**config.mk**
```make
export PLATFORM = sky130hd
export DESIGN_NAME = cpu_mem_bridge
export DESIGN_NICKNAME = d
export VERILOG_FILES = /design/src/rtl/cpu_mem_bridge.sv
export SDC_FILE = /design/constraint.sdc
export NUM_CORES = 1
export LEC_CHECK = 0
export CORE_MARGIN = 3
export CORE_UTILIZATION = 44
export DETAILED_ROUTE_END_ITERATION = 10
export GPL_TIMING_DRIVEN = 0
export PLACE_DENSITY = 0.74
export SYNTH_ARGS = -nofsm -noshare
export SYNTH_HDL_FRONTEND = slang
export SYNTH_SLANG_ARGS = --single-unit
```
**constraint.sdc**
```tcl
create_clock -name clkPhi0 -period 2 [get_ports clkPhi0]
set_input_delay 0.3 -clock clkPhi0 [delete_from_list [all_inputs] [get_ports clkPhi0]]
set_output_delay 0.3 -clock clkPhi0 [all_outputs]
set_load 0.02 [all_outputs]
```
**src/rtl/cpu_mem_bridge.sv**
```systemverilog
// CPU-side bridge between the 6502 core and the PSRAM controller: emulates the
// 6510 port at $0000/$0001, decodes C64 banking and stalls the core via RDY.
module cpu_mem_bridge #(
  parameter int unsigned TIMEOUT_CYCLES = 255
) (
  input  logic        clkPhi0,
  input  logic        reset,
  input  logic [15:0] cpuAddr,
  input  logic [7:0]  cpuDataOut,
  input  logic        cpuWE,
  output logic [7:0]  cpuDataIn,
  output logic        rdy,
  output logic        memCE,
  output logic        memWrite,
  output logic [5:0]  memBank,
  output logic [15:0] memAddr,
  output logic [7:0]  memDataToWrite,
  input  logic        memBusy,
  input  logic        memDataReady,
  input  logic [7:0]  memDataRead,
  output logic [7:0]  port01,
  output logic        timeoutErr
);

  localparam int unsigned TW = (TIMEOUT_CYCLES < 2) ? 1 : $clog2(TIMEOUT_CYCLES + 1);
  localparam logic [TW-1:0] TMAX    = TW'(TIMEOUT_CYCLES);
  localparam logic [TW-1:0] TMAX_M1 = TW'(TIMEOUT_CYCLES - 1);

  localparam logic [1:0] S_IDLE  = 2'd0;
  localparam logic [1:0] S_ISSUE = 2'd1;
  localparam logic [1:0] S_WAIT  = 2'd2;
  localparam logic [1:0] S_DONE  = 2'd3;

  logic [1:0]    state_q, state_d;
  logic          ce_q, ce_d;
  logic          we_q, we_d;
  logic [5:0]    bank_q, bank_d;
  logic [15:0]   addr_q, addr_d;
  logic [7:0]    wdata_q, wdata_d;
  logic [7:0]    rdata_q, rdata_d;
  logic          terr_q, terr_d;
  logic [7:0]    ddr_q, ddr_d;
  logic [7:0]    port_q, port_d;
  logic [TW-1:0] timer_q, timer_d;
  logic [1:0]    busy_sync_q;
  logic [1:0]    ready_sync_q;

  logic          busy_s, ready_s;
  logic          is_local;
  logic [2:0]    p_eff;
  logic          loram, hiram, charen;
  logic [5:0]    rd_bank, wr_bank;
  logic [7:0]    local_rd;
  logic          timed_out;

  assign busy_s   = busy_sync_q[1];
  assign ready_s  = ready_sync_q[1];
  assign is_local = (cpuAddr[15:1] == 15'd0);

  // Bits configured as inputs read back as 1 (pull-ups on the real 6510 port).
  assign p_eff  = (port_q[2:0] & ddr_q[2:0]) | ~ddr_q[2:0];
  assign loram  = p_eff[0];
  assign hiram  = p_eff[1];
  assign charen = p_eff[2];

  always_comb begin
    rd_bank = '0;
    case (cpuAddr[15:12])
      4'hA, 4'hB: if (loram && hiram) rd_bank = 6'd1;
      4'hD:       if (loram || hiram) rd_bank = charen ? 6'd4 : 6'd3;
      4'hE, 4'hF: if (hiram) rd_bank = 6'd2;
      default:    rd_bank = '0;
    endcase
  end

  // Writes under ROM land in RAM; only I/O keeps its own bank.
  assign wr_bank  = (rd_bank == 6'd4) ? 6'd4 : '0;
  assign local_rd = cpuAddr[0] ? {port_q[7:3], p_eff} : ddr_q;
  assign timed_out = (timer_q >= TMAX_M1);

  always_comb begin
    state_d = state_q;
    ce_d    = ce_q;
    we_d    = we_q;
    bank_d  = bank_q;
    addr_d  = addr_q;
    wdata_d = wdata_q;
    rdata_d = rdata_q;
    terr_d  = terr_q;
    ddr_d   = ddr_q;
    port_d  = port_q;
    timer_d = timer_q;
    case (state_q)
      S_IDLE: begin
        if (is_local) begin
          if (cpuWE) begin
            if (cpuAddr[0]) port_d = cpuDataOut;
            else            ddr_d  = cpuDataOut;
          end
        end else begin
          addr_d  = cpuAddr;
          bank_d  = cpuWE ? wr_bank : rd_bank;
          we_d    = cpuWE;
          wdata_d = cpuDataOut;
          ce_d    = 1'b1;
          timer_d = '0;
          state_d = S_ISSUE;
        end
      end
      S_ISSUE: begin
        timer_d = (timer_q == TMAX) ? timer_q : timer_q + TW'(1);
        if (!we_q && ready_s) begin
          // Controller finished before busy was seen through the synchroniser.
          rdata_d = memDataRead;
          ce_d    = 1'b0;
          state_d = S_DONE;
        end else if (busy_s) begin
          ce_d    = 1'b0;
          state_d = S_WAIT;
        end else if (timed_out) begin
          ce_d    = 1'b0;
          if (!we_q) rdata_d = 8'hFF;
          terr_d  = 1'b1;
          state_d = S_DONE;
        end
      end
      S_WAIT: begin
        timer_d = (timer_q == TMAX) ? timer_q : timer_q + TW'(1);
        if (we_q ? !busy_s : ready_s) begin
          if (!we_q) rdata_d = memDataRead;
          state_d = S_DONE;
        end else if (timed_out) begin
          ce_d    = 1'b0;
          if (!we_q) rdata_d = 8'hFF;
          terr_d  = 1'b1;
          state_d = S_DONE;
        end
      end
      default: state_d = S_IDLE;
    endcase
  end

  always_ff @(posedge clkPhi0 or negedge reset) begin
    if (!reset) begin
      state_q      <= S_IDLE;
      ce_q         <= 1'b0;
      we_q         <= 1'b0;
      bank_q       <= '0;
      addr_q       <= '0;
      wdata_q      <= '0;
      rdata_q      <= '0;
      terr_q       <= 1'b0;
      ddr_q        <= 8'h2F;
      port_q       <= 8'h37;
      timer_q      <= '0;
      busy_sync_q  <= '0;
      ready_sync_q <= '0;
    end else begin
      state_q      <= state_d;
      ce_q         <= ce_d;
      we_q         <= we_d;
      bank_q       <= bank_d;
      addr_q       <= addr_d;
      wdata_q      <= wdata_d;
      rdata_q      <= rdata_d;
      terr_q       <= terr_d;
      ddr_q        <= ddr_d;
      port_q       <= port_d;
      timer_q      <= timer_d;
      busy_sync_q  <= {busy_sync_q[0], memBusy};
      ready_sync_q <= {ready_sync_q[0], memDataReady};
    end
  end

  assign rdy            = (state_q == S_DONE) || ((state_q == S_IDLE) && is_local);
  assign cpuDataIn      = ((state_q == S_IDLE) && is_local) ? local_rd : rdata_q;
  assign memCE          = ce_q;
  assign memWrite       = we_q;
  assign memBank        = bank_q;
  assign memAddr        = addr_q;
  assign memDataToWrite = wdata_q;
  assign port01         = port_q;
  assign timeoutErr     = terr_q;

endmodule

```
# == Yosys cells after proc, flatten, opt, wreduce, memory -nomap -nowiden ==
# Cells that the tools add are included.
# op_classes
n_mux,37
n_eq_ne,17
addsub,1
reduce_logical,22
magnitude_cmp,1
n_bitwise,5
# ops
op,count
$mux 8,10
$pmux 8 s2,2
$eq 4x4->1 const B,5
$pmux 6 s3,1
$logic_not 15->1,1
$mux 2,6
$reduce_and 4->1,3
$mux 1,11
$ne 2x2->1 const B,5
$mux 3,3
$reduce_and 3->1,3
$add 8x1->8 const B,1
$eq 8x8->1 const B,1
$ge 8x8->1 const B,1
$eq 6x3->1 const B,1
$mux 6,1
$ne 3x3->1 const B,2
$pmux 2 s3,1
$reduce_or 2->1,3
$eq 2x2->1 const B,2
$reduce_bool 2->1,2
$and 3x3->3,1
$logic_and 1x1->1,3
$not 3->3,1
other kinds (10),13
# word_totals
register_bits,71
wordCells,96

# == Depth between registers and ports, before layout ==
# Gate-level depths: netlist of the first run.
# logic_depth
ltp_word,8
ltp_mapped,7

# == Worst setup path after synthesis of the first run ==
# No wires, ideal clock.
# synth_timing
kind,reg-to-output
startpoint,register state_q[0]
endpoint,output cpuDataIn[6]
path_buffers,1
stages_incl_launch_ff,7
path_slack_ns,-0.215
t_arrival_ns,1.915
t_required_ns,1.700
path_cell_list,dfrtp_1 -> inv_1 -> ha_1 -> nor4b_1 -> nand4_1 -> clkbuf_1 -> o21ai_0
# synth_via
elab_chain_cells,3
# synth_rtl
element,line_no,rtl
from (decl),34,"logic [1:0] state_q, state_d;"
from (signal assigned),159,state_q <= state_d;
$logic_not 2->1,176,assign cpuDataIn = ((state_q == S_IDLE) && is_local) ? local_rd : rdata_q;
$logic_and 1x1->1,176,
$mux 8,176,
to (decl),11,"output logic [7:0] cpuDataIn,"
# Every way passes these cells.

# == Final worst setup path of the first run ==
# layout_timing
startpoint,register state_q[0]
endpoint,output cpuDataIn[1]
# The elaborated chain is that of the path after synthesis.

==> run summary, run 1 <==
• number of nets with antenna violations after routing: 0
• clock latency of the later-clocked register in the worst-skew pair: 350 ps
• WL final: 8887 µm
• placeable core region: 0.007019 mm²
• most numerous cell in the Yosys netlist: dfrtp_1
• result of the run: finished with violations
• starting utilization of the core area: 47.09%
• post-route setup slack: -280.3 ps
• Hold WC Path Type: in -> async
• maximum number of buffers from clock root to sink: 2
• routing usage on met2: 37.16%
• average size of a mapped cell: 11.60 µm²
• Switch Pwr: 2.559 mW
• fin cells: 499
• synthesis-stage register bit count: 68
• PnR Total Power: 6.976 mW
• overall die width: 92.68 µm
• peak-usage layer in the global routing report: met2
• via count of the first global-routing pass: 2868
• clock-pin slew on the worst setup and hold paths: 80 ps
• level count of the clock H-tree: 3
• category of the most critical setup path: reg -> out
• ranking of synthesized cells by instance count: dfrtp_1 (58), mux2_2 (38), nand2_1 (28)
• buffer cell driving the clock tree root: clkbuf_8
• setup slack of the worst register-to-register path: -10 ps
• most common flop cell mapped by yosys: dfrtp_1
• via density per instance: 5.467
• worst IR drop on VDD: 0.0009090 V
• Internal: 4.417 mW
• launch instance of the worst register-to-register path: state_q[0]
• ranking of synthesized cells by area: dfrtp_1 (44%), mux2_2 (13%), dfstp_2 (7.9%), nand2_1 (3.2%), o21ai_0 (2.4%)
• wire length of the first global-routing pass: 14640 µm
• count of unique library cells instantiated by Yosys: 52
• met3 usage: 4.712%
• Tmin final: 2280 ps
• chip height: 92.68 µm
• net count reported at finish: 441
• drt initial violations: 140
• fill cell instance count of the final layout: 489
• share of synthesized flip-flops with an asynchronous set or reset: 100.0%
• pin slew with the least headroom to its limit: 842.7 ps
• met1 track demand over resource in global routing: 27.62%
• final total negative setup slack: -2405 ps
• Max Cap Violations: 0
• Yosys warnings: 0
• clock network power share: 16.1%
• number of enable-type register cells in the synthesized netlist: 0
• area growth from synthesis to final layout: 51.10%
• initial antenna violation count: 0
• kind of capture point of the worst setup path: output pin
• number of placement rows: 30
• worst setup skew after layout: 8.308 ps
• TritonCTS clock tree: yes
• data required time of the worst path: 1700 ps
• TritonCTS Sinks: 68
• number of buffers added by the clock tree synthesis step: 9
• ratio of total power to cell area: 1397 mW/mm²
• I/O pin count: 87
• overall die area: 0.008589 mm²
• remaining global-route overflow: 0
• pre-CTS setup slack: -1124 ps
• cell area after layout: 0.004995 mm²
• largest net degree at the start of global routing: 69
• Cells after Synth: 285
• # port buffers: 82
• share of the cycle needed by the critical path after routing: 114.0%
• Critical Path AT: 1980 ps
• drt pass-1 iters: 4
• max-slew violation count: 0
• number of cells on the worst reg-to-reg path: 7
• fraction of layout instances using a drive strength above 1: 36.48%
• library cell occupying the most area in the post-synthesis netlist: dfrtp_1
• worst hold margin: 47.33 ps
• portion of synthesized cell area occupied by the leading cell type: 43.91%
• share of total power in sequential cells: 30.2%
• cell leakage power: 2.236 nW
• Hold Fails Final Rpt: 0
• unrepaired setup endpoints after global routing: true
• combined area of all synthesized cells: 0.003306 mm²
• count of placed standard cells including taps: 465
• post-layout utilization of the core: 71.16%
• Switching Share: 36.68%
• # diodes: 0
• Reg2Reg Capture Point: port01[6]
• Achievable Freq: 438.5 MHz
• Comb power frac: 53.8%
• drt wl/cell: 17.81 µm
• critical path peak fanout: 5
• number of failing setup endpoints in the final timing report: 12
• total half-perimeter wirelength after legalization and detailed placement: 5861 µm
• sequential-to-total area share from yosys stat: 51.85%
• number of remaining DRC errors: 0
• element type at the critical path start: flop
• area after detailed placement: 0.004339 mm²
• All-Layer GR Usage: 21.88%
• routability congestion estimate from global placement: 0.8060
• violated checks: setup timing
• worst slew margin relative to its limit: 43.82%
• total number of vias: 2728
==> final cells by class <==
class / instances / area (µm²) / share of cell area (%)
flip-flops and latches: 68 / 1717 / 34.37
multi-input cells: 192 / 1717 / 34.37
repair buffers: 102 / 1044 / 20.89
plain buffers: 16 / 171.4 / 3.432
clock buffers: 10 / 127.6 / 2.555
well taps: 96 / 120.1 / 2.405
clock inverters: 6 / 65.06 / 1.303
inverters: 9 / 33.78 / 0.6764
==> power by group through the flow <==
stage | Clock, mW | Sequential [mW] | Combinational, mW
after floorplan | 0 | 2.39 | 1.63
after global placement | 0 | 2.07 | 3.09
after detailed placement | 0 | 2.08 | 3.12
after CTS | 1.13 | 2.08 | 3.56
after global routing | 1.21 | 2.16 | 4.01
final | 1.12 | 2.10 | 3.75
==> worst max-delay path by stage <==
stage | endpoint | slack, ps | start
after detailed placement | cpuDataIn[6] | -1120 | cpuAddr[14]
after CTS | cpuDataIn[2] | -190 | state_q[0]
final | cpuDataIn[1] | -280 | state_q[0]
after floorplan | cpuDataIn[6] | -60 | state_q[0]
after global placement | memDataToWrite[3] | -1660 | reset
after global routing | cpuDataIn[4] | -380 | state_q[1]
==> registers in the layout, indices dropped and copies added, names as in the netlist <==
register / cells
rdata_q: 8
memDataToWrite: 8
port01: 8
ddr_q: 8
busy_sync_q: 2
timer_q: 8
ready_sync_q: 2
memAddr: 16
timeoutErr: 1
memCE: 1
memWrite: 1
state_q: 2
memBank: 3
==> kinds of logic after synthesis <==
family	share of synthesized area, %
AO/OA/AOI/OAI	13.63
adder cells (fa/ha/maj)	2.271
buffers and inverters	4.579
flip-flops	51.85
multiplexers	14.46
other	0.1134
AND/OR/NAND/NOR	13.10
==> worst max-delay path, cell delays in order, from the launching register on <==
cell	delay, ps
dfrtp_1	400
inv_2	90
ha_4	140
nor4b_4	200
nand4_1	170
buf_6	210
clkbuf_16	160
nand2_4	70
o21ai_4	50
buf_6	140
==> metal layers <==
| metal | up-vias | share of wire (%) |
|---|---|---|
| met1 | 1360 | 42 |
| met3 | 15 | 4.6 |
| met4 | 0 | 1.9 |
| li1 | 1281 | - |
| met5 | - | 0 |
| met2 | 72 | 52 |
==> cell usage in the layout, fill, tap and decap left out, types with 9 or more instances in the layout <==
cell,count
clkdlybuf4s50_1,58
dfrtp_1,56
mux2_2,21
nand2_1,20
buf_4,18
mux2_4,17
a21oi_1,15
buf_6,14
clkbuf_8,10
dfstp_2,10
o22a_1,9
==> what timing repair did <==
item / CTS / global route
pin swaps: 16 / 8
buffers inserted: 11 / 5
setup endpoints to repair: 71 / 57
cloned: 3 / 1
gates resized for setup: 108 / 25
hold buffers: 0 / 0
(Power assumes the default switching activity.)
==> inputs of run 2 (changes only) <==
==> constraint.sdc (replaced) <==
create_clock -name clkPhi0 -period 2 [get_ports clkPhi0]
set_input_delay 0.5 -clock clkPhi0 [delete_from_list [all_inputs] [get_ports clkPhi0]]
set_output_delay 0.5 -clock clkPhi0 [all_outputs]
set_load 0.02 [all_outputs]
==> run summary, run 2 (synthesis results as in run 1) <==
• result of the run: finished with violations
• violated checks: setup timing
• cell leakage power: 2.229 nW
• flip-flop count of the largest register after layout: 16
• Internal: 4.538 mW
• clock-pin slew on the worst setup and hold paths: 80 ps
• ratio of total power to cell area: 1412 mW/mm²
• kind of capture point of the worst setup path: output pin
• worst path cell trace: inv_2 > ha_4 > nor4b_4 > nand4_1 > buf_6 > clkbuf_16 > nand2_4 > o21ai_4 > buf_6
• total number of vias: 2712
• Hold Fails Final Rpt: 0
• routability congestion estimate from global placement: 0.8714
• Switching Share: 36.43%
• post-route setup slack: -430.9 ps
• initial antenna violation count: 0
• number of nets with antenna violations after routing: 0
• Tmin final: 2431 ps
• Worst path max stage delay: 390 ps
• clock latency of the later-clocked register in the worst-skew pair: 350 ps
• overall die area: 0.008589 mm²
• worst slew margin relative to its limit: 43.92%
• Crit-path slowest cell: dfrtp_1
• Crit path top cell by count: buf_6
• number of buffers added by the clock tree synthesis step: 9
• TritonCTS Sinks: 68
• # diodes: 0
• most used cells in the layout excluding fill and tap cells: dfrtp_1 (56), clkdlybuf4s50_1 (51), mux2_4 (28)
• share of total power in sequential cells: 29.6%
• Switch Pwr: 2.601 mW
• All-Layer GR Usage: 20.87%
• count of placed standard cells including taps: 465
• Hold WC Path Type: in -> async
• drt wl/cell: 17.90 µm
• I/O pin count: 87
• placeable core region: 0.007019 mm²
• via count of the first global-routing pass: 2789
• number of placement rows: 30
• fraction of layout instances using a drive strength above 1: 41.79%
• wire length of the first global-routing pass: 13960 µm
• overall die width: 92.68 µm
• worst setup skew after layout: 6.363 ps
• via density per instance: 5.446
• Critical Path AT: 1930 ps
• remaining global-route overflow: 0
• drt pass-1 iters: 4
• pre-CTS setup slack: -1462 ps
• area growth from synthesis to final layout: 52.95%
• element type at the critical path start: flop
• cell class contributing the biggest share of worst-path delay: buffers and inverters
• Comb power frac: 53.8%
• cts hold-fix bufs: 0
• critical path peak fanout: 5
• number of failing setup endpoints in the final timing report: 26
• number of remaining DRC errors: 0
• Achievable Freq: 411.4 MHz
• level count of the clock H-tree: 3
• share of the cycle needed by the critical path after routing: 121.5%
• starting utilization of the core area: 47.09%
• maximum number of buffers from clock root to sink: 2
• final total negative setup slack: -3933 ps
• area after detailed placement: 0.004392 mm²
• TritonCTS clock tree: yes
• drt initial violations: 120
• total half-perimeter wirelength after legalization and detailed placement: 5867 µm
• net count reported at finish: 440
• WP buf/inv: 4
• Max Cap Violations: 0
• # port buffers: 82
• data required time of the worst path: 1500 ps
• WL final: 8914 µm
• cell area after layout: 0.005056 mm²
• worst IR drop on VDD: 0.0009180 V
• pin slew with the least headroom to its limit: 841.2 ps
• category of the most critical setup path: reg -> out
• buffer cell driving the clock tree root: clkbuf_8
• chip height: 92.68 µm
• largest net degree at the start of global routing: 69
• fin cells: 498
• clock network power share: 16.7%
• max-slew violation count: 0
• leading cell type in the layout, fill and taps excluded: dfrtp_1
• unrepaired setup endpoints after global routing: true
[run 2: final timing paths]
kind	startpoint	endpoint	slack, ps	cells after the start
max in group asynchronous	reset	timer_q[0]	1150	1
hold / removal	reset	memDataToWrite[5]	250	1
setup / recovery	state_q[0]	cpuDataIn[2]	-430	9
setup reg to reg	state_q[0]	port01[7]	20	7
hold reg to reg	ready_sync_q[0]	ready_sync_q[1]	350	0
min in group clkPhi0	ready_sync_q[0]	ready_sync_q[1]	350	0
[run 2: layout make-up]
| type | count | area [µm²] |
|---|---|---|
| inverters | 9 | 33.78 |
| multi-input cells | 192 | 1834 |
| well taps | 96 | 120.1 |
| plain buffers | 17 | 171.4 |
| fillers | 495 | 1963 |
| clock inverters | 5 | 58.81 |
| flip-flops and latches | 68 | 1717 |
| repair buffers | 100 | 969.7 |
| clock buffers | 11 | 151.4 |
[run 2: per-layer routing]
metal | vias to the layer above | GRT usage, % | wire, µm
li1 | 1271 | - | -
met1 | 1362 | 25.16 | 3773
met2 | 67 | 35.95 | 4563
met3 | 12 | 6.174 | 425
met4 | 0 | 6.471 | 151
met5 | - | 0 | 0
[run 2: worst register-to-register path, stage by stage (launching register included)]
cell and delay, ps:
dfrtp_1 390, inv_2 80, ha_4 140, nor4b_4 230
and4_2 320, clkbuf_4 240, nand3_4 160, mux2_2 310
[run 2: metrics by stage]
stage | utilization [%] | hold WS (ps) | power [mW]
5_1_grt | 72.03 | 304.3 | 7.508
3_5_place_dp | 62.57 | 335.8 | 5.166
3_3_place_gp | 62.60 | 332.3 | 5.094
4_1_cts | 70.36 | 280.9 | 7.021
6_report | 72.03 | 250.5 | 7.140
2_1_floorplan | - | 204.4 | 3.975
[run 2: repair_timing]
item,CTS,global route
setup endpoints to repair,77,53
pin swaps,17,8
setup buffers,14,2
cloned,3,0
resized for setup,154,45
[run 2: power by group through the flow]
stage	clock network [mW]	logic (mW)	registers [mW]
6_report	1.19	3.84	2.11
2_1_floorplan	0	1.58	2.40
4_1_cts	1.21	3.72	2.09
3_5_place_dp	0	3.07	2.10
3_3_place_gp	0	3.02	2.07
5_1_grt	1.28	4.07	2.16
